==> src/rtl/mips_pkg.sv <==
`default_nettype none
// ============================================================================
//  Module      : mips_pkg
//  Description : Shared types and constants for the MIPS core pipeline.
//  Revision    : 1.0 - initial release
// ============================================================================
package mips_pkg;

    localparam int XLEN   = 32;
    localparam int REG_AW = 5;
    localparam logic [REG_AW-1:0] REG_ZERO = '0;

    typedef enum logic [2:0] {
        MEM_OP_NONE = 3'd0,
        MEM_OP_LW   = 3'd1,
        MEM_OP_SW   = 3'd2,
        MEM_OP_LB   = 3'd3,
        MEM_OP_LBU  = 3'd4,
        MEM_OP_LH   = 3'd5,
        MEM_OP_LHU  = 3'd6
    } mem_op_e;

    // Contents of the writeback stage register.
    typedef struct packed {
        logic              valid;
        mem_op_e           op;
        logic              we;
        logic [REG_AW-1:0] rd;
        logic [XLEN-1:0]   alu_result;
        logic [XLEN-1:0]   load_data;
    } wb_stage_t;

    function automatic logic [XLEN-1:0] extend8(input logic [7:0] b, input logic sgn);
        return {{(XLEN-8){sgn & b[7]}}, b};
    endfunction

    function automatic logic [XLEN-1:0] extend16(input logic [15:0] h, input logic sgn);
        return {{(XLEN-16){sgn & h[15]}}, h};
    endfunction

endpackage
`default_nettype wire

==> src/rtl/mips_regfile.sv <==
`default_nettype none
// ============================================================================
//  Module      : mips_regfile
//  Description : Architectural register file, one write port, two write-first
//                bypassed read ports, register 0 hardwired to zero.
//  Revision    : 1.0 - initial release
// ============================================================================
module mips_regfile
    import mips_pkg::*;
#(
    parameter int NREGS = 32,
    parameter int DW    = 32,
    parameter int AW    = $clog2(NREGS)
) (
    input  logic          clk,
    input  logic          rst,
    input  logic          we_i,
    input  logic [AW-1:0] waddr_i,
    input  logic [DW-1:0] wdata_i,
    input  logic [AW-1:0] raddr_a_i,
    input  logic [AW-1:0] raddr_b_i,
    output logic [DW-1:0] rdata_a_o,
    output logic [DW-1:0] rdata_b_o
);

    logic [DW-1:0] regs_q [NREGS];
    logic          w_wr;

    assign w_wr = we_i && (waddr_i != AW'(0));

    always_ff @(posedge clk) begin
        if (rst) begin
            for (int i = 0; i < NREGS; i++) begin
                regs_q[i] <= '0;
            end
        end else if (w_wr) begin
            regs_q[waddr_i] <= wdata_i;
        end
    end

    function automatic logic [DW-1:0] rd_port(input logic [AW-1:0] a,
                                              input logic          wr,
                                              input logic [AW-1:0] wa,
                                              input logic [DW-1:0] wd,
                                              input logic [DW-1:0] arr);
        if (a == AW'(0))          return '0;
        else if (wr && (a == wa)) return wd;
        else                      return arr;
    endfunction

    assign rdata_a_o = rd_port(raddr_a_i, w_wr, waddr_i, wdata_i, regs_q[raddr_a_i]);
    assign rdata_b_o = rd_port(raddr_b_i, w_wr, waddr_i, wdata_i, regs_q[raddr_b_i]);

endmodule
`default_nettype wire

==> src/rtl/mips_writeback_stage.sv <==
`default_nettype none
// ============================================================================
//  Module      : mips_writeback_stage
//  Description : Writeback stage: stage register, sub-word load extraction,
//                register file write and retired-instruction counter.
//  Revision    : 1.0 - initial release
// ============================================================================
module mips_writeback_stage
    import mips_pkg::*;
#(
    parameter int NREGS = 32,
    parameter int XLEN  = 32
) (
    input  logic                     clk,
    input  logic                     rst,
    input  logic                     mem_valid,
    input  mem_op_e                  mem_op,
    input  logic                     mem_we,
    input  logic [$clog2(NREGS)-1:0] mem_rd,
    input  logic [XLEN-1:0]          mem_alu_result,
    input  logic [XLEN-1:0]          mem_load_data,
    input  logic                     stall,
    input  logic                     flush,
    input  logic [$clog2(NREGS)-1:0] rs_addr,
    input  logic [$clog2(NREGS)-1:0] rt_addr,
    output logic [XLEN-1:0]          rs_data,
    output logic [XLEN-1:0]          rt_data,
    output logic                     wb_valid,
    output logic                     wb_we,
    output logic [$clog2(NREGS)-1:0] wb_rd,
    output logic [XLEN-1:0]          wb_data,
    output logic [31:0]              instret
);

    wb_stage_t   s_q;
    wb_stage_t   s_d;
    logic [31:0] instret_q;
    logic [31:0] instret_d;
    logic [7:0]  w_byte;
    logic [15:0] w_half;

    always_comb begin
        s_d = s_q;
        if (flush) begin
            s_d.valid = 1'b0;
        end else if (!stall) begin
            s_d.valid      = mem_valid;
            s_d.op         = mem_op;
            s_d.we         = mem_we;
            s_d.rd         = mem_rd;
            s_d.alu_result = mem_alu_result;
            s_d.load_data  = mem_load_data;
        end
    end

    // An instruction is counted exactly once, on the edge it leaves S.
    assign instret_d = instret_q + {31'd0, s_q.valid & (~stall | flush)};

    always_ff @(posedge clk) begin
        if (rst) begin
            s_q       <= '0;
            instret_q <= '0;
        end else begin
            s_q       <= s_d;
            instret_q <= instret_d;
        end
    end

    always_comb begin
        w_byte = s_q.load_data[7:0];
        case (s_q.alu_result[1:0])
            2'd1:    w_byte = s_q.load_data[15:8];
            2'd2:    w_byte = s_q.load_data[23:16];
            2'd3:    w_byte = s_q.load_data[31:24];
            default: w_byte = s_q.load_data[7:0];
        endcase
    end

    assign w_half = s_q.alu_result[1] ? s_q.load_data[31:16] : s_q.load_data[15:0];

    always_comb begin
        wb_data = s_q.alu_result;
        case (s_q.op)
            MEM_OP_LW:  wb_data = s_q.load_data;
            MEM_OP_LB:  wb_data = extend8(w_byte, 1'b1);
            MEM_OP_LBU: wb_data = extend8(w_byte, 1'b0);
            MEM_OP_LH:  wb_data = extend16(w_half, 1'b1);
            MEM_OP_LHU: wb_data = extend16(w_half, 1'b0);
            default:    wb_data = s_q.alu_result;
        endcase
    end

    assign wb_valid = s_q.valid;
    assign wb_rd    = s_q.rd;
    assign wb_we    = s_q.valid & s_q.we & (s_q.rd != REG_ZERO) & (s_q.op != MEM_OP_SW);
    assign instret  = instret_q;

    mips_regfile #(
        .NREGS (NREGS),
        .DW    (XLEN)
    ) u_regfile (
        .clk       (clk),
        .rst       (rst),
        .we_i      (wb_we),
        .waddr_i   (wb_rd),
        .wdata_i   (wb_data),
        .raddr_a_i (rs_addr),
        .raddr_b_i (rt_addr),
        .rdata_a_o (rs_data),
        .rdata_b_o (rt_data)
    );

endmodule
`default_nettype wire

==> config.mk <==
export PLATFORM = sky130hd
export DESIGN_NAME = mips_writeback_stage
export DESIGN_NICKNAME = d
export VERILOG_FILES = /design/src/rtl/mips_pkg.sv /design/src/rtl/mips_regfile.sv /design/src/rtl/mips_writeback_stage.sv
export SDC_FILE = /design/constraint.sdc
export NUM_CORES = 2
export LEC_CHECK = 0
export CAP_MARGIN = 20
export CELL_PAD_IN_SITES_DETAIL_PLACEMENT = 1
export CELL_PAD_IN_SITES_GLOBAL_PLACEMENT = 1
export CORE_AREA = 2 2 346 348
export CTS_CLUSTER_DIAMETER = 200
export DETAILED_ROUTE_END_ITERATION = 8
export DIE_AREA = 0 0 348 350
export PLACE_DENSITY_LB_ADDON = 0.15
export SLEW_MARGIN = 20
export SYNTH_ARGS = -nofsm -noshare
export SYNTH_HDL_FRONTEND = slang
export SYNTH_HIERARCHICAL = 1
export SYNTH_SLANG_ARGS = --single-unit
==> constraint.sdc <==
create_clock -name clk -period 4.2 [get_ports clk]
set_input_delay 0.63 -clock clk [delete_from_list [all_inputs] [get_ports clk]]
set_output_delay 0.63 -clock clk [all_outputs]
set_load 0.03 [all_outputs]
==> impl_results.md <==
- Status: finished with violations
- Failing checks: design-rule violations, negative setup slack
- Num rows: ~130
- Post-synth ARST share: 0%
- Core Util, Final: approximately three fifths
- Post-Route WL: between 200 and 300 mm
- Slowest stage delay, CP: between 0.5 and 0.6 ns
- Htree depth: 4
- DR vias: 47600
- Commonest non-fill, non-tap cell in the layout: edfxtp_1
- Synth-to-Final Area Change: 17.0%
- CP Data Required Time: 3.57 ns
- Clock latency on the worst-skew pair: a little under 0.8 ns
- First-pass GRT wire length: between 300 and 400 mm
- Final setup violation count: 1
- Pin count of the biggest net entering global routing: 96
- Crit. End Element: output pin
- Clock skew after layout: between 0.02 and 0.025 ns
- Gr ovfl total: 0
- Initial cell density of the core: a little over 50%
- Final instance area: 0.0715 mm²
- Warnings from Yosys: 6
- Top_reg_cell synth: edfxtp_1
- Cell area after synthesis: between 0.06 and 0.07 mm²
- Post-synth EDFFs: approximately 1000
- Slowest library cell on the worst path: o21ai_2
- Rel. slew slack: ~20%
- Kind of critical path: flip-flop to output pin
- Crit path max-delay family: compound AO/OA/AOI/OAI gates
- Boundary Pins: ~220
- Cell count after synthesis: 4633
- Cell mode on critical path: buf_4
- Leak Pwr: 26.2 nW
- Hold crit path type: input pin to flip-flop
- Chip Width: 348 µm
- Period utilization: 100%
- Crit path DAT: roughly 3.6 ns
- Most frequent cells in the layout: 1024 x edfxtp_1, 961 x and2_1, 358 x mux4_2, 353 x mux2i_1, 305 x nand2_1
- Clk pin slew, worst setup/hold paths: approximately 0.060 ns
- Clk root buf: clkbuf_16
- Die area: approximately 0.12 mm²
- RSZ-0062 raised after global routing: yes
- Final WS setup: -0.0126 ns
- Final count of hold timing violations: 0
- Post-synthesis sequential area ratio: approximately 54%
- 1st-pass router iterations: 9
- Core area: 0.118 mm²
- Gp weighted congestion: between 0.9 and 1
- Mean area per synthesized cell: roughly 13 µm²
- CP cell instances: buf_4 -> xnor2_1 -> nand4_1 -> o21ai_2 -> buf_4 -> a21oi_1 -> a211o_1 -> buf_4
- Worst slew pin tran: around 1.2 ns
- Clock Sinks: ~1100
- DR DRC count: 4
- Overall Global Routing Usage: 43.3%
- CTS tree: done
- Cell Area, Placed: between 0.06 and 0.07 mm²
- Clk buf depth: 3
- Share of cells above drive strength 1: a little under a quarter
- Starting DRT DRC Count: approximately 8300
- Final Slew Violations: 0
- Peak supply drop: 0.000373 V
- Port bufs: around 220
- Via density per instance: around 7.3
- Distinct cells, synth: ~80
- Wire length per cell: between 40 and 50 µm
- TritonCTS Buffers: between 100 and 150
- Dpl ws: roughly 0.32 ns
- Fin nets: ~4900
- Fmax: 237 MHz
- Die Y: approximately 350 µm
- Synth Register Bits: 1130
- Post-DRT Antenna Nets: 0
- Setup crit start kind: flip-flop
- Final Critical Period: roughly 4.2 ns
- DPL Wire Length: 161 mm
- Crit path max fanout: 11
- Power density over the cells: roughly 400 mW/mm²
- CP bufs+invs: 3
- Max_cap viols: 0
- Initial antenna violation count: 21
- Vias in the first global route: about 48000
- Setup TNS: -0.0126 ns
==> repair_timing <==
item	CTS	global route
gates resized for setup	24	17
endpoints found under the setup margin	60	17
cloned	0	0
pin swaps	6	4
hold buffers	0	0
setup buffers	14	3
==> kinds of logic (layout without fill, tap and decap cells) <==
kind of cell / after synthesis / count (layout) / synth area share [%]
flops: 1130 / 1130 / 53.8
simple gates: 1593 / 1593 / 14.6
buf+inv: 491 / 785 / 3.73
compound gates: 625 / 625 / 7.16
mux: 771 / 771 / 20.4
xor+xnor: 19 / 19 / 0.272
fa+ha+maj: 3 / 3 / 0.0573
other cells: 1 / 54 / 0.00614
==> power by group <==
| part | switching (mW) | internal (mW) |
|---|---|---|
| sequential | 0.250 | 12.6 |
| clock | 4.90 | 6.38 |
| combinational | 2.66 | 1.59 |
==> synth_stat cells (9+ instances only) <==
| cell | count | share of area (%) |
|---|---|---|
| buf_1 | 15 | 0.092 |
| mux2i_1 | 353 | 5.8 |
| a211oi_1 | 51 | 0.63 |
| buf_6 | 32 | 0.59 |
| a221oi_1 | 37 | 0.53 |
| a22o_1 | 9 | 0.13 |
| clkbuf_1 | 339 | 2.1 |
| a211o_1 | 11 | 0.16 |
| and3_1 | 18 | 0.18 |
| a221o_1 | 12 | 0.20 |
| or4_1 | 13 | 0.16 |
| nand2_1 | 305 | 1.9 |
| dfxtp_1 | 106 | 3.5 |
| mux4_1 | 9 | 0.39 |
| a21oi_1 | 203 | 1.7 |
| nor2_1 | 105 | 0.65 |
| mux2_2 | 49 | 0.90 |
| o22ai_1 | 43 | 0.44 |
| o31ai_1 | 12 | 0.15 |
| nand3_1 | 21 | 0.17 |
| inv_1 | 11 | 0.068 |
| nand2b_1 | 12 | 0.12 |
| edfxtp_1 | 1024 | 50 |
| and2_1 | 962 | 9.9 |
| o221ai_1 | 33 | 0.47 |
| buf_2 | 66 | 0.54 |
| a32o_1 | 32 | 0.52 |
| mux4_2 | 358 | 13 |
| or2_2 | 35 | 0.36 |
| o211ai_1 | 13 | 0.16 |
| nor2b_1 | 15 | 0.15 |
| nor3_1 | 51 | 0.42 |
| a22oi_1 | 78 | 0.96 |
| xnor2_1 | 15 | 0.22 |
| buf_4 | 26 | 0.32 |
| nand4_1 | 13 | 0.13 |
| or3_1 | 10 | 0.10 |
| o21ai_0 | 42 | 0.34 |
==> worst reg2reg max path: cells and delay by family (launching register included) <==
kind	cells	cell delay, ns
compound gates	2	0.34
flops	1	0.42
buf+inv	3	0.80
simple gates	6	1.55
==> per-layer routing <==
metal / up-vias / GRT usage, % / part of all wire, %
li1: 18000 / - / -
met1: 24200 / 54.9 / 34
met2: 4262 / 64.3 / 44
met3: 1169 / 13.3 / 14
met4: 8 / 29.1 / 7.7
met5: - / 0 / 0.017
==> registers in the layout, summed over array words and instances, names as in the netlist <==
register and count:
u_regfile/regs_q 1024, s_q 68, instret 32, wb_rd 5
wb_valid 1
==> through the flow <==
step	total power [mW]	std cells	hold slack, ns
after floorplan	15.1	4664	0.437
after global placement	17.0	6234	0.444
after detailed placement	17.1	6234	0.450
after CTS	28.2	6490	0.220
after global routing	28.9	6494	0.240
final	28.4	6516	0.254
==> area by class of cell <==
cell class | count | area [µm²]
multi-input cells | 3043 | 26700
clock inverters | 62 | 478
clock buffers | 180 | 3630
repair buffers | 531 | 5790
diodes | 22 | 55.1
flip-flops and latches | 1130 | 32900
well taps | 1536 | 1920
inverters | 12 | 48.8
fillers | 11100 | 46300
==> worst paths after layout <==
path | slack (ns) | startpoint | cells after the start | end
max | -0.01 | wb_rd[4] | 8 | rt_data[12]
min | 0.25 | rst | 2 | s_q[5]
max reg2reg | 0.77 | s_q[70] | 11 | u_regfile/regs_q[28][7]
min reg2reg | 0.46 | s_q[51] | 2 | s_q[51]
Power figures use the tool's default switching activity.
